`src/rtl/draw_pkg.sv`:
```
// Shared constants, types and sprite geometry for the sprite redraw arbiter.
package draw_pkg;

    localparam int unsigned SCR_W_DEFAULT = 320;
    localparam int unsigned SCR_H_DEFAULT = 240;

    localparam int unsigned NREQ  = 3;
    localparam int unsigned IDX_W = 2;
    localparam int unsigned XW    = 9;
    localparam int unsigned YW    = 8;
    localparam int unsigned CW    = 3;
    localparam int unsigned DIM_W = 4;

    typedef logic [IDX_W-1:0] req_idx_t;

    localparam req_idx_t REQ_PLAYER = 2'd0;
    localparam req_idx_t REQ_ALIEN  = 2'd1;
    localparam req_idx_t REQ_BULLET = 2'd2;

    localparam logic [DIM_W-1:0] PLAYER_W = 4'd8;
    localparam logic [DIM_W-1:0] PLAYER_H = 4'd4;
    localparam logic [DIM_W-1:0] ALIEN_W  = 4'd8;
    localparam logic [DIM_W-1:0] ALIEN_H  = 4'd8;
    localparam logic [DIM_W-1:0] BULLET_W = 4'd1;
    localparam logic [DIM_W-1:0] BULLET_H = 4'd3;

    typedef enum logic [2:0] {
        ST_IDLE  = 3'd0,
        ST_ARB   = 3'd1,
        ST_ERASE = 3'd2,
        ST_DRAW  = 3'd3,
        ST_DONE  = 3'd4
    } state_e;

    typedef struct packed {
        logic [XW-1:0] x;
        logic [YW-1:0] y;
    } origin_t;

    function automatic logic [DIM_W-1:0] sprite_w(input req_idx_t idx);
        case (idx)
            REQ_PLAYER: return PLAYER_W;
            REQ_ALIEN:  return ALIEN_W;
            default:    return BULLET_W;
        endcase
    endfunction

    function automatic logic [DIM_W-1:0] sprite_h(input req_idx_t idx);
        case (idx)
            REQ_PLAYER: return PLAYER_H;
            REQ_ALIEN:  return ALIEN_H;
            default:    return BULLET_H;
        endcase
    endfunction

    // Round-robin successor, wrapping the last requester back to the first.
    function automatic req_idx_t rr_next(input req_idx_t idx);
        return (idx == REQ_BULLET) ? REQ_PLAYER : req_idx_t'(idx + 2'd1);
    endfunction

endpackage

```
`src/rtl/sprite_scanner.sv`:
```
// Row-major col/row walker over a width x height box, one position per cycle.
module sprite_scanner
    import draw_pkg::*;
(
    input  logic             clk,
    input  logic             reset,
    input  logic             start_i,
    input  logic [DIM_W-1:0] width_i,
    input  logic [DIM_W-1:0] height_i,
    output logic [DIM_W-1:0] col_o,
    output logic [DIM_W-1:0] row_o,
    output logic             valid_o,
    output logic             last_o
);

    logic             active_q;
    logic             last_q;
    logic [DIM_W-1:0] col_q;
    logic [DIM_W-1:0] row_q;
    logic [DIM_W-1:0] col_d;
    logic [DIM_W-1:0] row_d;
    logic             last_d;

    always_comb begin
        col_d  = col_q + 4'd1;
        row_d  = row_q;
        if (col_q == width_i - 4'd1) begin
            col_d = '0;
            row_d = row_q + 4'd1;
        end
        last_d = (col_d == width_i - 4'd1) && (row_d == height_i - 4'd1);
    end

    // start wins over the final pixel so back-to-back scans leave no gap.
    always_ff @(posedge clk or posedge reset) begin
        if (reset) begin
            active_q <= 1'b0;
            last_q   <= 1'b0;
            col_q    <= '0;
            row_q    <= '0;
        end else if (start_i) begin
            active_q <= 1'b1;
            col_q    <= '0;
            row_q    <= '0;
            last_q   <= (width_i == 4'd1) && (height_i == 4'd1);
        end else if (active_q) begin
            if (last_q) begin
                active_q <= 1'b0;
                last_q   <= 1'b0;
            end else begin
                col_q  <= col_d;
                row_q  <= row_d;
                last_q <= last_d;
            end
        end
    end

    assign col_o   = col_q;
    assign row_o   = row_q;
    assign valid_o = active_q;
    assign last_o  = last_q;

endmodule

```
`src/rtl/draw_arbiter.sv`:
```
// Round-robin sprite redraw arbiter: erases each sprite's old box, draws the new
// one, and streams clipped pixel writes to the frame buffer.
module draw_arbiter
    import draw_pkg::*;
#(
    parameter int unsigned SCR_W = SCR_W_DEFAULT,
    parameter int unsigned SCR_H = SCR_H_DEFAULT
) (
    input  logic               clk,
    input  logic               reset,
    input  logic               frame_tick,
    input  logic [NREQ-1:0]    req,
    input  logic [NREQ*XW-1:0] pos_x,
    input  logic [NREQ*YW-1:0] pos_y,
    input  logic [NREQ*CW-1:0] colour_in,
    output logic [NREQ-1:0]    grant,
    output logic [NREQ-1:0]    done,
    output logic [XW-1:0]      x,
    output logic [YW-1:0]      y,
    output logic [CW-1:0]      colour,
    output logic               plot,
    output logic               busy,
    output logic               overrun
);

    localparam int unsigned XP_W = XW + 1;
    localparam int unsigned YP_W = YW + 1;
    localparam logic [XP_W-1:0] X_LIM = XP_W'(SCR_W);
    localparam logic [YP_W-1:0] Y_LIM = YP_W'(SCR_H);

    state_e          state_q;
    logic [NREQ-1:0] pending_q;
    req_idx_t        last_q;
    req_idx_t        gidx_q;
    logic [NREQ-1:0] grant_q;
    logic [NREQ-1:0] done_q;
    origin_t         cur_q;
    logic [CW-1:0]   cur_col_q;
    origin_t         prev_q [NREQ];
    logic [NREQ-1:0] prev_valid_q;
    logic [XW-1:0]   x_q;
    logic [YW-1:0]   y_q;
    logic [CW-1:0]   colour_q;
    logic            plot_q;
    logic            busy_q;
    logic            overrun_q;

    req_idx_t         pick_c;
    req_idx_t         cand_c;
    logic             found_c;
    req_idx_t         scan_idx_c;
    logic             scan_start_c;
    logic [DIM_W-1:0] scan_col_c;
    logic [DIM_W-1:0] scan_row_c;
    logic             scan_valid_c;
    logic             scan_last_c;
    origin_t          org_c;
    logic [XP_W-1:0]  px_c;
    logic [YP_W-1:0]  py_c;
    logic             in_c;

    // First pending requester after the last granted one.
    always_comb begin
        pick_c  = last_q;
        found_c = 1'b0;
        cand_c  = rr_next(last_q);
        for (int k = 0; k < int'(NREQ); k++) begin
            if (!found_c && pending_q[cand_c]) begin
                pick_c  = cand_c;
                found_c = 1'b1;
            end
            cand_c = rr_next(cand_c);
        end
    end

    assign scan_idx_c   = (state_q == ST_ARB) ? pick_c : gidx_q;
    assign scan_start_c = ((state_q == ST_ARB) && found_c) ||
                          ((state_q == ST_ERASE) && scan_last_c);

    sprite_scanner u_scanner (
        .clk      (clk),
        .reset    (reset),
        .start_i  (scan_start_c),
        .width_i  (sprite_w(scan_idx_c)),
        .height_i (sprite_h(scan_idx_c)),
        .col_o    (scan_col_c),
        .row_o    (scan_row_c),
        .valid_o  (scan_valid_c),
        .last_o   (scan_last_c)
    );

    // Pixel address is one bit wider than the port so off-screen sums are caught.
    always_comb begin
        org_c = (state_q == ST_ERASE) ? prev_q[gidx_q] : cur_q;
        px_c  = {1'b0, org_c.x} + XP_W'(scan_col_c);
        py_c  = {1'b0, org_c.y} + YP_W'(scan_row_c);
        in_c  = (px_c < X_LIM) && (py_c < Y_LIM);
    end

    always_ff @(posedge clk or posedge reset) begin
        if (reset) begin
            state_q      <= ST_IDLE;
            pending_q    <= '0;
            last_q       <= REQ_BULLET;
            gidx_q       <= REQ_PLAYER;
            grant_q      <= '0;
            done_q       <= '0;
            cur_q        <= '0;
            cur_col_q    <= '0;
            prev_valid_q <= '0;
            x_q          <= '0;
            y_q          <= '0;
            colour_q     <= '0;
            plot_q       <= 1'b0;
            busy_q       <= 1'b0;
            overrun_q    <= 1'b0;
            for (int i = 0; i < int'(NREQ); i++) begin
                prev_q[i] <= '0;
            end
        end else begin
            done_q <= '0;
            plot_q <= 1'b0;
            if (frame_tick && (state_q != ST_IDLE)) begin
                overrun_q <= 1'b1;
            end
            case (state_q)
                ST_IDLE: begin
                    if (frame_tick && (req != '0)) begin
                        pending_q <= req;
                        state_q   <= ST_ARB;
                        busy_q    <= 1'b1;
                    end
                end
                ST_ARB: begin
                    if (found_c) begin
                        gidx_q    <= pick_c;
                        last_q    <= pick_c;
                        grant_q   <= NREQ'(1) << pick_c;
                        cur_q.x   <= pos_x[XW*pick_c +: XW];
                        cur_q.y   <= pos_y[YW*pick_c +: YW];
                        cur_col_q <= colour_in[CW*pick_c +: CW];
                        state_q   <= prev_valid_q[pick_c] ? ST_ERASE : ST_DRAW;
                    end else begin
                        state_q <= ST_IDLE;
                        busy_q  <= 1'b0;
                    end
                end
                ST_ERASE, ST_DRAW: begin
                    x_q      <= px_c[XW-1:0];
                    y_q      <= py_c[YW-1:0];
                    colour_q <= (state_q == ST_ERASE) ? '0 : cur_col_q;
                    plot_q   <= scan_valid_c && in_c;
                    if (scan_last_c) begin
                        if (state_q == ST_ERASE) begin
                            state_q <= ST_DRAW;
                        end else begin
                            state_q <= ST_DONE;
                            done_q  <= grant_q;
                        end
                    end
                end
                ST_DONE: begin
                    prev_q[gidx_q]       <= cur_q;
                    prev_valid_q[gidx_q] <= 1'b1;
                    pending_q[gidx_q]    <= 1'b0;
                    grant_q              <= '0;
                    if ((pending_q & ~grant_q) != '0) begin
                        state_q <= ST_ARB;
                    end else begin
                        state_q <= ST_IDLE;
                        busy_q  <= 1'b0;
                    end
                end
                default: begin
                    state_q <= ST_IDLE;
                    busy_q  <= 1'b0;
                end
            endcase
        end
    end

    assign grant   = grant_q;
    assign done    = done_q;
    assign x       = x_q;
    assign y       = y_q;
    assign colour  = colour_q;
    assign plot    = plot_q;
    assign busy    = busy_q;
    assign overrun = overrun_q;

endmodule

```
`config.mk`:
```
export PLATFORM = sky130hd
export DESIGN_NAME = draw_arbiter
export DESIGN_NICKNAME = d
export VERILOG_FILES = /design/src/rtl/draw_pkg.sv /design/src/rtl/sprite_scanner.sv /design/src/rtl/draw_arbiter.sv
export SDC_FILE = /design/constraint.sdc
export NUM_CORES = 1
export LEC_CHECK = 0
export ABC_CLOCK_PERIOD_IN_PS = 6400
export CELL_PAD_IN_SITES_DETAIL_PLACEMENT = 2
export CELL_PAD_IN_SITES_GLOBAL_PLACEMENT = 2
export CORE_UTILIZATION = 35
export DETAILED_ROUTE_END_ITERATION = 10
export GPL_ROUTABILITY_DRIVEN = 1
export PLACE_DENSITY_LB_ADDON = 0.1
export SYNTH_ARGS = -nofsm -noshare
export SYNTH_HDL_FRONTEND = slang
export SYNTH_SLANG_ARGS = --single-unit
```
`constraint.sdc`:
```
create_clock -name clk -period 6.4 [get_ports clk]
set_input_delay 0.96 -clock clk [delete_from_list [all_inputs] [get_ports clk]]
set_output_delay 0.96 -clock clk [all_outputs]
set_load 0.02 [all_outputs]
```
* Word-level counts from Yosys, hierarchy flattened
Index checks and enable logic that the tools add are counted.
** Word-level totals
- Register bits after elaboration :: 123
- Output and inout port bits :: 29
- Logic and storage cells :: 171
** Operators by class
- Add/sub/neg operators :: 9
- Multipliers :: 2
- Magnitude comparators :: 10
- Equality and inequality tests :: 19
- Shifts and indexed selects :: 4
- Mux-type cells :: 63
- Bitwise operators :: 7
- Reductions and logical operators :: 31
** Operators with widths (count)
- 17-bit two-way mux :: 4
- 51-bit bitwise mux :: 1
- 4-bit two-way mux :: 9
- 17-bit binary-select mux with 2-bit select :: 1
- 17-bit demux with 2-bit select :: 1
- 3-bit two-way mux :: 9
- 27-bit by 7-bit indexed part select with 9-bit output :: 1
- 24-bit by 6-bit indexed part select with 8-bit output :: 1
- 1-bit two-way mux :: 20
- 2-bit two-way mux :: 8
- 2-bit by 3-bit < comparator with 1-bit output (second input constant) :: 5
- 4-bit equality test :: 3
- 1-bit logical AND :: 12
- 3-bit one-hot mux with 2 select lines :: 2
- 3-bit one-hot mux with 4 select lines :: 1
- 9-bit by 4-bit adder with 10-bit output :: 1
- 10-bit by 9-bit < comparator with 1-bit output (second input constant) :: 1
- 2-bit != test (second input constant) :: 5
- 2-bit AND reduction :: 5
- 8-bit by 4-bit adder with 9-bit output :: 1
- 9-bit by 8-bit < comparator with 1-bit output (second input constant) :: 1
- 3-bit nonzero test :: 3
- 9-bit by 5-bit indexed part select with 3-bit output :: 1
- 4-bit by 1-bit adder with 4-bit output (second input constant) :: 2
- 31 further kinds :: 47

* Logic depth before layout (Yosys ltp)
Gate-level depths: netlist of the first run.
- Word-level depth :: 23
- Mapped depth :: 17
- Depth with buffers taken out :: 14

* Modules after synthesis
Synthesis of the first run repeated with hierarchy kept, for this count alone.
** Second synthesis, totals
- Cells, all modules :: 650
- Area total of the unflattened synthesis :: 6726.5 µm²
** By module, submodules not included
- draw_arbiter :: instances 1, cells an instance 545, area each 5795.6 µm²
- sprite_scanner :: instances 1, cells an instance 105, area each 930.9 µm²

* Worst setup path before layout of the first run
OpenSTA, ideal clock, no wires.
- Path type :: register to register
- Start point :: reg state_q[0]
- End point :: reg plot_q (netlist: plot)
- Setup time :: 67 ps
- Arrival :: 3172 ps
- Slack :: 3162 ps
- Stages on the path, launching flop included :: 17
- Path buffers :: 5
- Clock period less this slack :: 3238 ps
- Cells stage by stage :: dfrtp_1 > buf_6 > nor3b_2 > buf_2 > buf_2 > buf_2 > buf_2 > nor2_1 > a21oi_1 > ha_1 > a21oi_1 > nor2b_1 > o21a_1 > o21ai_0 > nor2_1 > o31ai_1 > o311a_1
** Between the ends
- Cells in the longest elaborated chain, start to end :: 7
- Elaborated cells on any way between the ends :: 11
** RTL lines
- from (decl) :: line draw_arbiter.sv:31 : state_e state_q;
- from (signal assigned) :: line draw_arbiter.sv:142 : state_q <= prev_valid_q[pick_c] ? ST_ERASE : ST_DRAW;
- 3-bit by 2-bit equality test with 1-bit output :: line draw_arbiter.sv:94, draw_arbiter.sv:126
- 17-bit two-way mux :: line draw_arbiter.sv:94 : org_c = (state_q == ST_ERASE) ? prev_q[gidx_q] : cur_q;
- 9-bit by 4-bit adder with 10-bit output / 8-bit by 4-bit adder with 9-bit output (equally long branches) :: line draw_arbiter.sv:95, draw_arbiter.sv:96
- 10-bit by 9-bit < comparator with 1-bit output / 9-bit by 8-bit < comparator with 1-bit output (equally long branches) :: line draw_arbiter.sv:97 : in_c = (px_c < X_LIM) && (py_c < Y_LIM);
- 1-bit logical AND :: line draw_arbiter.sv:97
- 1-bit logical AND :: line draw_arbiter.sv:152 : plot_q <= scan_valid_c && in_c;
- 1-bit two-way mux * :: line draw_arbiter.sv:126 : case (state_q)
- to (signal assigned) :: line draw_arbiter.sv:152
- to (decl) :: line draw_arbiter.sv:44 : logic plot_q;
Mark *: on every way between the ends. The rest lies on a longest branch, timed or not.
A chain may end at the register's enable or synchronous reset.

* Worst setup path in the final report of the first run
- Start point :: reg gidx_q[1]
- End point :: reg plot_q (netlist: plot)
** Between the ends
- Cells in the longest elaborated chain, start to end :: 10
- Elaborated cells on any way between the ends :: 12
** RTL lines
- from (decl) :: line draw_arbiter.sv:34 : req_idx_t gidx_q;
- from (signal assigned) :: line draw_arbiter.sv:136 : gidx_q <= pick_c;
- 2-bit inverter with 3-bit output (not written as such) * :: line draw_arbiter.sv:94
- 17-bit binary-select mux with 2-bit select * :: line draw_arbiter.sv:94
- 17-bit two-way mux (not written as such) * (2 in series) :: line draw_arbiter.sv:94
- 17-bit two-way mux * :: line draw_arbiter.sv:94
- 9-bit by 4-bit adder with 10-bit output / 8-bit by 4-bit adder with 9-bit output (equally long branches) :: line draw_arbiter.sv:95, draw_arbiter.sv:96
- 10-bit by 9-bit < comparator with 1-bit output / 9-bit by 8-bit < comparator with 1-bit output (equally long branches) :: line draw_arbiter.sv:97
- 1-bit logical AND * :: line draw_arbiter.sv:97
- 1-bit logical AND * :: line draw_arbiter.sv:152
- 1-bit two-way mux * :: line draw_arbiter.sv:126
Mark *: on every way between the ends. The rest lies on a longest branch, timed or not. The select of a mux whose other input is x is not followed.

==> results by group, run 1 <==
Setup path
  • Setup slack, reg-to-reg: between 2000 and 3000 ps
  • RR Endpoint: plot
  • Critical path cell sequence: nor2b_1, buf_4, a21oi_1, a21oi_1, ha_1, inv_1, fa_1, nor2b_1, o21ai_0, nand2b_1, nor2b_1, a21oi_1, o311a_1
  • Worst reg2reg path depth: 13
  • Critical path arrival: 3910 ps
  • FF-to-FF Start: gidx_q[1]
  • Slowest CP cell: dfrtp_1
  • CP max stage delay: 860 ps
  • Crit path max fanout: 25
  • CP required: 6710 ps
  • Startpoint type of the worst setup path: flop
  • Worst setup EP type: flop
  • Crit path kind: reg2reg

Detailed routing
  • DR WL/cell: ~22 um
  • DRT iter0 DRCs: about 230
  • Antenna Nets Post-Route: 0
  • Detail-routed via count per cell: roughly 5.4
  • Final wirelength: approximately 21 mm
  • First-pass detailed-route iteration total: 4
  • # DRC: 0
  • DR vias: around 5.2k

Logic synthesis
  • Cell variety after synth: 64
  • Top FF cell, synth: dfrtp_1
  • Syn Area/Cell: around 10 sq um
  • Syn nets: 702
  • EDFF count, synth: 0
  • Yosys warns: 0
  • Mapped Cells: around 620
  • Number of synthesized register bits: 122
  • Netlist Area Pre-Place: around 6400 sq um
  • Post-synthesis sequential area ratio: 47.7%
  • Ys async rst share: 100%

Floorplanning
  • Die width: about 140 um
  • IO Pins: 95
  • Std-Cell Rows: 49
  • Core ar.: roughly 18,000 sq um
  • Chip Height: approximately 140 um
  • Starting Density: between 30% and 40%
  • Die area: about 19,000 sq um

STA
  • Slew @ Worst Pin: around 1100 ps
  • Final Hold Viols: 0
  • Final period utilization: a little under three fifths
  • Setup_tns: 0 ps
  • Setup violators final: 0
  • Pins Over Slew Limit: 0
  • Final worst path period need: 3600 ps
  • Setup Skew: around 9.3 ps
  • Worst slew margin: about 25%
  • FMAX: between 200 and 300 MHz
  • Unrepaired setup endpoints after global routing: no

Power and ir drop
  • Flop pwr share: a little under a third
  • Leakage: approximately 3.7 nW
  • Tot Pwr: 0.00396 W
  • Combinational fraction of design power: 43.5%
  • Switching Share: 41.7%
  • Sw power: ~0.0017 W
  • Power Density: between 400 and 500 nW/um^2
  • Clock power frac: between 20% and 30%
  • Cell-internal power: between 0.002 and 0.0025 W
  • Peak supply drop: approximately 0.24 mV

Worst hold path
  • HP Start: prev_valid_q[0]
  • Worst Hold Endpoint: prev_valid_q[0]
  • Hold path cells: 1
  • Min-delay worst type: reg2reg

CTS
  • # resized after CTS: 0
  • Postcts setup bufs: 0
  • H-tree levels: 4
  • Clk_lat worst skew: 430 ps
  • CTS tree: done
  • Hold buffers post-CTS: 0
  • # clock sinks: between 100 and 150
  • Reg clk slew, reported paths: around 60 ps
  • CTS Buf Count: 17
  • Root Driver: clkbuf_16
  • Maximum clock path buffer count: 2

Place
  • Cell Area, Placed: 7540 sq um
  • Cells after DPL: around 920
  • GPL Wtd Cong: approximately 0.78
  • Detailed placement HPWL: 14.6 mm
  • Port Buf Inserts: 94

Run status
  • Status: finished, final reports clean

Finish
  • Commonest non-fill, non-tap cell in the layout: dfrtp_1
  • # fillers: 1,858
  • Nets@finish: 786
  • Area grow syn2layout: 27.4%
  • Proportion of layout cells with a drive suffix above 1: ~16%
  • Multi-input logic area: 3130 sq um
  • FF+latch area: roughly 3100 sq um
  • N_diodes: 0
  • Design Area, Final: approximately 8200 sq um
  • Finished Layout Cells: 950
  • Commonest non-fill, non-tap cells in the layout: 121 x dfrtp_1, 94 x clkdlybuf4s50_1, 55 x o21ai_0
  • Final Core Density: 45.4%

Global routing
  • Global route total overflow: 0
  • Largest net degree at the start of global routing: slightly above 70
  • Total GRT Usage: a little under a quarter
  • First-pass GRT wire length: between 30 and 40 mm
  • Initial antenna violation count: 0
  • Vias in the first global route: 5,688

Flow run
  • Max-Cap Viols: 0
==> how the worst max path moves through the flow <==
stage,start,to
after floorplan,reset,busy
after CTS,gidx_q[1],plot
after global placement,gidx_q[1],plot
after detailed placement,gidx_q[1],plot
after global routing,gidx_q[1],y[6]
final,gidx_q[1],plot
==> sequential cells by signal (all words and copies together), names as in the netlist, 2 cells and up <==
register,count
colour,3
cur_col_q,3
cur_q,17
done,3
grant,3
last_q,2
pending_q,3
prev_q,51
prev_valid_q,3
state_q,3
u_scanner.col_o,4
u_scanner.row_o,4
x,9
y,8
==> per-stage QoR <==
stage / worst slack, ps / hold slack, ps
3_5_place_dp: 2850 / 453
6_report: 2800 / 466
4_1_cts: 2810 / 466
3_3_place_gp: 3060 / 447
5_1_grt: 2460 / 500
2_1_floorplan: 2200 / 428
==> kinds of logic (layout without fill, tap and decap cells) <==
kind of cell | count (synthesis) | count (layout) | synth area share, %
multiplexers | 88 | 88 | 14.8
AO/OA/AOI/OAI | 177 | 177 | 17.5
adder cells (fa/ha/maj) | 12 | 12 | 2.58
buffers and inverters | 53 | 150 | 3.50
flip-flops | 122 | 122 | 47.7
XOR/XNOR | 15 | 15 | 2.05
AND/OR/NAND/NOR | 157 | 157 | 11.8
==> layer usage <==
metal  global-route usage (%)  share of wire (%)
met1                     31.3                 46
met3                     4.01                3.4
met4                     7.45                1.6
met2                     38.7                 49
met5                        0                  0
==> power groups by stage <==
| stage | clock network [W] | logic [W] | registers (W) |
|---|---|---|---|
| global route | 0.00105 | 0.00189 | 0.00127 |
| floorplan | 0 | 0.00111 | 0.00119 |
| finish | 0.00100 | 0.00172 | 0.00123 |
| detailed placement | 0 | 0.00171 | 0.00125 |
| CTS | 0.00102 | 0.00174 | 0.00124 |
| global placement | 0 | 0.00163 | 0.00123 |
==> final cells by class <==
type                       instances  share of cell area (%)
inverter                          15                   0.721
multi-input combinational        449                    38.4
clock buffer                      18                    5.39
clock inverter                    14                    2.13
tap                              229                    3.51
sequential                       122                    37.5
timing repair buffer             103                    12.4
==> cell usage after synthesis (all sizes together) (9+ instances only) <==
| cell | n | share of area (%) |
|---|---|---|
| inv | 15 | 0.88 |
| nor2 | 52 | 3.0 |
| a22oi | 24 | 2.8 |
| o21ai | 56 | 4.6 |
| buf | 15 | 1.3 |
| mux2i | 34 | 5.3 |
| ha | 10 | 2.0 |
| dfrtp | 121 | 47 |
| clkbuf | 23 | 1.4 |
| nand2 | 49 | 2.9 |
| xnor2 | 9 | 1.2 |
| mux2 | 54 | 9.5 |
| a21oi | 41 | 3.2 |
| nand2b | 12 | 1.2 |
| a21o | 12 | 1.4 |
==> critical path: cells and delay by family (launching register included) <==
family / cells / cell delay [ps]
AND/OR/NAND/NOR: 4 / 880
AO/OA/AOI/OAI: 5 / 730
flip-flops: 1 / 860
buffers and inverters: 2 / 370
adder cells (fa/ha/maj): 2 / 630
No activity file was read; power rests on OpenSTA's default activity.
==> run 2: changes to the inputs <==
ABC_CLOCK_PERIOD_IN_PS = 3700   (was 6400)
clock period = 3.7 ns   (was 6.4 ns; I/O delays follow)
==> run 2 against run 1 <==
  * Worst setup slack lost 2500 ps
  * Global-route usage grew 0.22 points
  * Sequential power grew 70%
  * Flip-flop and latch count is the same
  * Clock power grew 84%
  * Via count grew 1.2%
  * Final area grew 1.0%
  * Combinational power grew 78%
==> results by group, run 2 (synthesis gave the netlist of run 1 again) <==
Global routing
  • Initial antenna violation count: 0 (unchanged)
  • Vias in the first global route: 5,762 (+1.3%)
  • First-pass GRT wire length: 33.0 mm (+1.9%)
  • Total GRT Usage: 23.7% (+0.22 points)
  • Largest net degree at the start of global routing: 123 (+73%)
  • Global route total overflow: 0 (unchanged)

Finish
  • Nets@finish: 791 (+0.64%)
  • Biggest regs: prev_q (51), cur_q (17), x (9)
  • Biggest register: prev_q
  • Finished Layout Cells: 955 (+0.53%)
  • Commonest non-fill, non-tap cells in the layout: 121 x dfrtp_1, 94 x clkdlybuf4s50_1, 55 x o21ai_0
  • N_diodes: 0 (unchanged)
  • Commonest non-fill, non-tap cell in the layout: dfrtp_1
  • Proportion of layout cells with a drive suffix above 1: 16.3% (+0.44 points)
  • Area grow syn2layout: 28.7%
  • Max FFs per register: 51 (unchanged)

STA
  • Setup violators final: 0 (unchanged)
  • Pins Over Slew Limit: 0 (unchanged)
  • Slew @ Worst Pin: 1120 ps (+2.04 ps)
  • Final Hold Viols: 0 (unchanged)
  • Setup_tns: 0 ps (unchanged)
  • FMAX: 292 MHz (+5.2%)
  • Final period utilization: 92.5% (+36 points)
  • Worst slew margin: 25.4% (-0.14 points)
  • Setup Skew: 9.76 ps (+0.422 ps)
  • Final worst path period need: 3420 ps (-177 ps)
  • Unrepaired setup endpoints after global routing: no

Setup path
  • Startpoint type of the worst setup path: flop
  • CP required: 4050 ps (-2660 ps)
  • Worst reg2reg path depth: 11 (-2)
  • Slowest CP cell: dfrtp_1
  • Setup slack, reg-to-reg: 280 ps (-2520 ps)
  • Critical path arrival: 3770 ps (-140 ps)
  • CP max stage delay: 610 ps (-250 ps)
  • Critical path cell sequence: nor3b_4, nor2_1, a21oi_1, ha_1, a21oi_1, nor2b_1, o21a_1, o21ai_0, nor2_1, o31ai_1, o311a_1
  • Crit path max fanout: 16 (-36%)
  • FF-to-FF Start: state_q[2]
  • Crit. Startpoint: state_q[2]
  • Worst setup EP type: flop
  • Crit path to: plot
  • Crit path kind: reg2reg
  • RR Endpoint: plot

Floorplanning
  • Die area: 18,800 sq um (unchanged)
  • Die width: 137 um (unchanged)
  • IO Pins: 95 (unchanged)
  • Starting Density: 35.6% (unchanged)
  • Chip Height: 137 um (unchanged)
  • Core ar.: 18,000 sq um (unchanged)
  • Std-Cell Rows: 49 (unchanged)

Run status
  • Status: finished, final reports clean

Detailed routing
  • Final wirelength: 20.9 mm (+1.1%)
  • DR vias: 5,239 (+1.2%)
  • DR WL/cell: 21.9 um (+0.53%)
  • # DRC: 0 (unchanged)
  • Antenna Nets Post-Route: 0 (unchanged)
  • First-pass detailed-route iteration total: 4 (unchanged)
  • Detail-routed via count per cell: 5.49 (+0.69%)
  • DRT iter0 DRCs: 261 (+15%)

Place
  • Cells after DPL: 923 (+0.54%)
  • GPL Wtd Cong: 0.821 (+4.7%)
  • Port Buf Inserts: 94 (unchanged)
  • Detailed placement HPWL: 14.6 mm (about the same)

Worst hold path
  • Min-delay worst type: reg2reg
  • HP Start: prev_valid_q[0]

Power and ir drop
  • Peak supply drop: 0.346 mV (+46%)
  • Leakage: 3.71 nW (+1.6%)
  • Power Density: 850 nW/um^2 (+75%)

CTS
  • CTS tree: done
  • Hold buffers post-CTS: 0 (unchanged)
  • H-tree levels: 4 (unchanged)
  • Root Driver: clkbuf_16
  • # clock sinks: 122 (unchanged)
  • Maximum clock path buffer count: 2 (unchanged)
  • Postcts setup bufs: 0 (unchanged)
  • Clk_lat worst skew: 420 ps (about the same)
  • CTS Buf Count: 17 (unchanged)
  • Reg clk slew, reported paths: 50 ps (about the same)
  • # resized after CTS: 0 (unchanged)

Flow run
  • Max-Cap Viols: 0 (unchanged)
-- run 2: cell types whose count changed in the layout (fill, tap and decap cells not counted), sizes merged --
cell,previous run,this run
buf,9,14
clkinvlp,7,4
bufinv,3,5
clkbuf,18,17
clkinv,4,5
inv,15,16
-- run 2: critical path: cells and delay by family (launching register included) --
family	cells	cell delay (ps)
adders and majority gates	1	300
AOI/OAI and AO/OA	6	1600
DFF	1	610
and+or+nand+nor	4	850
-- run 2: per-layer routing --
metal  track usage (%)  vias up  routed length, um  part of all wire [%]
met3              4.05       21                589                   2.8
met5                 0        -                  0                     0
met1              31.1     2695               9750                    47
li1                  -     2420                  -                     -
met2              39.7      103              10200                    49
met4              7.33        0                342                   1.6
-- run 2: worst min path at each step --
stage | cells past startpoint | slack, ps | endpoint
after floorplan | 1 | 430 | prev_valid_q[0]
after global placement | 1 | 450 | prev_valid_q[0]
after detailed placement | 1 | 460 | prev_valid_q[0]
after CTS | 1 | 480 | prev_valid_q[0]
after global routing | 1 | 500 | prev_valid_q[0]
final | 1 | 470 | prev_valid_q[0]
-- run 2: cell type report --
cell class                      count  area, sq um
Tap cell                          229          287
Clock inverter                     15          223
Timing Repair Buffer              108         1060
Sequential cell                   122         3050
Multi-Input combinational cell    449         3130
Clock buffer                       17          425
Inverter                           15         60.1
Fill cell                        1860         9720
-- run 2: stage by stage --
step	setup WS [ps]	area, sq um	hold WS, ps	util, %	total power [W]
after floorplan	462	6410	428	-	0.00398
after global placement	589	7590	447	42.3	0.00501
after detailed placement	378	7590	459	42.3	0.00517
after CTS	311	8240	476	45.9	0.00709
after global routing	35.8	8240	500	45.9	0.00746
final	276	8240	467	45.9	0.00700
-- run 2: report_power, final --
group	switching [W]	internal, W
clock	0.000648	0.00120
sequential	0.000421	0.00167
combinational	0.00179	0.00128
total	0.00286	0.00414
